`config.mk`:
```
export PLATFORM = sky130hd
export DESIGN_NAME = vec_lane_map
export DESIGN_NICKNAME = d
export VERILOG_FILES = /design/src/rtl/vec_lane_map.sv
export SDC_FILE = /design/constraint.sdc
export NUM_CORES = 2
export LEC_CHECK = 0
export ABC_AREA = 1
export CORE_AREA = 2 2 468 470
export CTS_BUF_LIST = sky130_fd_sc_hd__clkbuf_8
export CTS_CLUSTER_DIAMETER = 50
export DETAILED_ROUTE_END_ITERATION = 16
export DIE_AREA = 0 0 470 472
export GPL_TIMING_DRIVEN = 0
export PLACE_DENSITY = 0.48
export SYNTH_ARGS = -nofsm -noshare
export SYNTH_HDL_FRONTEND = slang
export SYNTH_SLANG_ARGS = --single-unit
```
`constraint.sdc`:
```
create_clock -name clk -period 53.2 [get_ports clk]
set_input_delay 10.64 -clock clk [delete_from_list [all_inputs] [get_ports clk]]
set_output_delay 10.64 -clock clk [all_outputs]
set_load 0.005 [all_outputs]
```
`src/rtl/vec_lane_map.sv`:
```
// vec_lane_map: applies a scalar byte op to one selected byte of every element, LANES elements per beat.
// Define VEC_LANE_MAP_SAT_EN to saturate add at 0xFF and clamp sub at 0x00.
module vec_lane_map #(
    parameter int ELEMS = 16,
    parameter int EW = 64,
    parameter int LANES = 4,
    localparam int SW = (EW > 8) ? $clog2(EW / 8) : 1
) (
    input  logic                clk,
    input  logic                rst,
    input  logic                in_valid,
    output logic                in_ready,
    input  logic [ELEMS*EW-1:0] in_vec,
    input  logic [31:0]         in_scalar,
    input  logic [SW-1:0]       in_sel,
    input  logic [1:0]          in_op,
    output logic                out_valid,
    input  logic                out_ready,
    output logic [ELEMS*8-1:0]  out_res,
    output logic                busy
);
    localparam int BEATS = ELEMS / LANES;
    localparam int CW = (BEATS > 1) ? $clog2(BEATS) : 1;
    typedef enum logic [1:0] {IDLE, RUN, DONE} state_t;
    state_t state, state_n;
    logic [ELEMS*EW-1:0] vec_q;
    logic [7:0] scalar_q;
    logic [SW-1:0] sel_q;
    logic [1:0] op_q;
    logic [CW-1:0] beat;
    logic [ELEMS*8-1:0] res_q;
    logic [7:0] lane_res [LANES];
    logic accept, last, unused_scalar;

    assign accept = in_valid && in_ready;
    assign last = beat == CW'(BEATS - 1);
    assign out_res = res_q;
    assign unused_scalar = ^in_scalar[31:8];

    function automatic logic [7:0] apply(input logic [7:0] s, input logic [7:0] e, input logic [1:0] op);
        logic [7:0] sum, dif;
        sum = s + e;
        dif = s - e;
`ifdef VEC_LANE_MAP_SAT_EN
        if (op == 2'd0 && sum < s) return 8'hFF;
        if (op == 2'd1 && s < e) return 8'h00;
`endif
        return op == 2'd0 ? sum : op == 2'd1 ? dif : op == 2'd2 ? s ^ e : (s > e ? s : e);
    endfunction

    always_ff @(posedge clk or posedge rst)
        if (rst) state <= IDLE;
        else state <= state_n;

    always_comb begin
        state_n = state == IDLE ? (in_valid ? RUN : IDLE) :
                  state == RUN  ? (last ? DONE : RUN) :
                  (out_ready ? IDLE : DONE);
    end

    always_comb begin
        in_ready = state == IDLE;
        busy = state != IDLE;
        out_valid = state == DONE;
    end

    // element index for lane l of the current beat; element 0 sits in the MSB slice
    always_comb begin
        for (int l = 0; l < LANES; l++)
            lane_res[l] = apply(scalar_q, vec_q[(ELEMS - 1 - (int'(beat) * LANES + l)) * EW + int'(sel_q) * 8 +: 8], op_q);
    end

    always_ff @(posedge clk or posedge rst)
        if (rst) begin
            vec_q <= '0;
            scalar_q <= '0;
            sel_q <= '0;
            op_q <= '0;
            res_q <= '0;
            beat <= '0;
        end else if (accept) begin
            vec_q <= in_vec;
            scalar_q <= in_scalar[7:0];
            sel_q <= in_sel;
            op_q <= in_op;
            res_q <= '0;
            beat <= '0;
        end else if (state == RUN) begin
            for (int l = 0; l < LANES; l++)
                res_q[(ELEMS - 1 - (int'(beat) * LANES + l)) * 8 +: 8] <= lane_res[l];
            beat <= beat + CW'(1);
        end
endmodule

```
==> results.cfg <==
[route]
vias = 64500
detail_route.iter0.violations = 9022
postRouteAntennaNets = 0
dr.pass1.iters = 6
viasPerCell = 5.36
routed_wl_mm = 427
drt-wirelength-per-cell_um = 35.4
drc = 0

[die]
fp.dieH_um = 472
die_w_um = 470
row_count = 171
dieArea_mm2 = 0.222
initial_core_util = 0.266
num_io_pins = 1196
core_mm2 = 0.217

[synth]
netlist.top_cell.by_area = dfrtp_1
yosysMostFrequentCell = nand2_1
synth_seq_cells = 1169
synth.mux.area_fraction = 0
yosysWarnings = 0
synth_compound_area_frac = 0.104
syn_avg_cell_area_um2 = 7.65
synth_top_area_share = 0.508
yosysUniqueCellTypes = 47
synth.area.top_cells = dfrtp_1 51%, nand2_1 23%, o21ai_0 5.1%
synth_top_family_by_area = simple AND/OR/NAND/NOR gates
synthFlopType = dfrtp_1
synth_nets = 8671
ys_async_sr_fraction = 1.00
synth_xor_area_frac = 0.00289
yosysSeqAreaShare = 0.508
syn_inst = 7531
synthTopCellsByCount = 3483 x nand2_1, 1169 x dfrtp_1, 589 x o21ai_0, 404 x nand3_1, 373 x nor2_1
synth_fa_ha_area_frac = 0.0173
synth-simple-area-share = 0.301
synth_edf_count = 0
netlist_area_mm2 = 0.0576

[status]
failed_checks = max-capacitance violations, max-slew violations
status = complete, but fails checks

[worst_setup_path]
required_ns = 54.06
rr_startpoint = sel_q[2]
critical_path.slowest_cell = clkbuf_1
r2r_slack_ns = 46.63
startpoint = in_valid
slowest_delay_ns = 1.18
cpMostUsedCell = clkbuf_1
crit_chain = clkdlybuf4s50_1 > nand2_2 > inv_1 > buf_2 > clkbuf_1 > clkbuf_1 > o21ai_0
start_kind = input port
r2r_cells = 20
path_class = in -> reg
cp-end-kind = flip-flop
path_max_fanout = 10
reg2reg_to = out_res[78]
cp_data_arrival_time_ns = 14.28

[clock_network]
ctsHoldBuffers = 0
htreeDepth = 4
root_buffer = clkbuf_8
tritoncts.num_buffers = 215
post_cts_buffers = 0
clock-sinks = 1169
cts_resized = 0
clk_pin_slew_worst_paths_ns = 0.06
clk_path_buf_depth = 3
clk_latency_ns = 1.07
tritoncts = done

[cells_and_area]
layoutNonFillerInstCount = 12000
num-nets-final = 10100
syn2layout_area_growth_pct = 35.5
drive_above_1_share = 0.0743

[place]
port_buffers = 1171
placed_cells = 11600
place_hpwl_mm = 326
pre_cts_slack_ns = 38.95
finalWeightedCongestion = 0.966

[grt]
antenna_found_initial = 141
grt_pass1_wl_mm = 553
grt_pass1_vias = 61500
grt.total_usage = 0.372
grt_max_degree = 124
grt.overflow.total = 0

[pwr]
vdd_ir_drop_max_mv = 0.0543
total_leakage_power_nw = 38.1
powerDensity_mw_per_mm2 = 77.5

[flow_run]
cap_violations = 10

[timing]
drv_slew = 100
skew_ns = 0.0855
max_slew_margin = -0.155
rsz0062_at_grt = false
tightest_slew_ns = 1.73
min_period_ns = 13.42
hold_violations = 0
fmax_mhz = 74.5
hold_slack_ns = 0.475
setup_ws_ns = 39.78
period_share = 0.252
setup_viol = 0

[min_path]
hold_class = reg -> reg
hold_end = vec_q[150]
hp-start = vec_q[150]
hold_path_depth = 2
[registers in the layout, indices dropped and copies added (netlist names)]
register,cells
vec_q,1024
out_res,128
scalar_q,8
sel_q,3
beat,2
op_q,2
state,2
[critical path: cells and delay by family]
family / cells / cell delay (ns)
buffers and inverters: 5 / 3.22
AOI/OAI and AO/OA: 1 / 0.26
and+or+nand+nor: 1 / 0.10
[final cells by class]
| class | instances | area (µm²) |
|---|---|---|
| Antenna cell | 78 | 195 |
| Inverter | 325 | 1240 |
| Buffer | 499 | 2640 |
| Timing Repair Buffer | 1187 | 12100 |
| Sequential cell | 1169 | 29300 |
| Multi-Input combinational cell | 5538 | 24500 |
| Tap cell | 2854 | 3570 |
| Clock buffer | 280 | 3850 |
| Clock inverter | 110 | 663 |
| Fill cell | 23200 | 138000 |
[cells in the final DEF (no fill, tap or decap), types with 9 or more instances in the layout]
cell             synthesis  routed
buf_16                   0      13
nand4_1                 84      84
o211ai_2                10      10
o21ai_1                 79      79
buf_6                   43      43
clkinv_2                 0      20
inv_1                  318     383
clkdlybuf4s50_1          0    1171
clkbuf_1               238     215
diode_2                  0      78
nor3_1                   9       9
o211ai_1                21      21
buf_2                  169     171
nand2_2                 17      17
xor2_1                  17      17
o221ai_1               116     116
o22ai_1                 29      29
buf_4                   33      33
nand2_1               3483    3483
o21ai_0                589     589
clkbuf_2                 1      24
ha_1                    67      67
nor2_1                 373     373
a21oi_1                169     169
clkbuf_8                 0     280
nand3_1                404     404
nand3_2                  9       9
dfrtp_1               1169    1169
or2_2                    9       9
[worst max path at each step]
| stage | endpoint | slack [ns] | cells past startpoint |
|---|---|---|---|
| 2_1_floorplan | beat[0] | 9.63 | 1 |
| 3_3_place_gp | vec_q[923] | -6.76 | 2 |
| 3_5_place_dp | vec_q[738] | 38.95 | 7 |
| 4_1_cts | vec_q[768] | 40.03 | 7 |
| 5_1_grt | vec_q[941] | 39.91 | 7 |
| 6_report | vec_q[736] | 39.78 | 7 |
[cells by family after synthesis]
| family | count (synthesis) |
|---|---|
| compound gates | 1050 |
| xor+xnor | 19 |
| buf+inv | 824 |
| flops | 1169 |
| simple gates | 4394 |
| fa+ha+maj | 75 |
[power by group]
part	internal (W)	switching (W)
logic	0.000911	0.00262
clock network	0.000484	0.000441
registers	0.00131	0.000293
total	0.00270	0.00335
[per-layer routing]
layer	routed length [µm]	vias to the layer above	track usage
li1	-	27100	-
met1	166000	31800	0.461
met2	184000	4620	0.559
met3	46200	999	0.118
met4	30500	36	0.237
met5	206	-	0
[through the flow]
stage	area (µm²)	utilization	TNS [ns]	power, W
finish	78100	0.360	0	0.00605
global route	77900	0.360	0	0.00627
CTS	77900	0.360	0	0.00590
detailed placement	73300	0.339	0	0.00497
global placement	72900	0.337	-7435.68	0.00496
floorplan	57600	-	0	0.00322
Note: power is estimated with default switching activity, not from simulation.
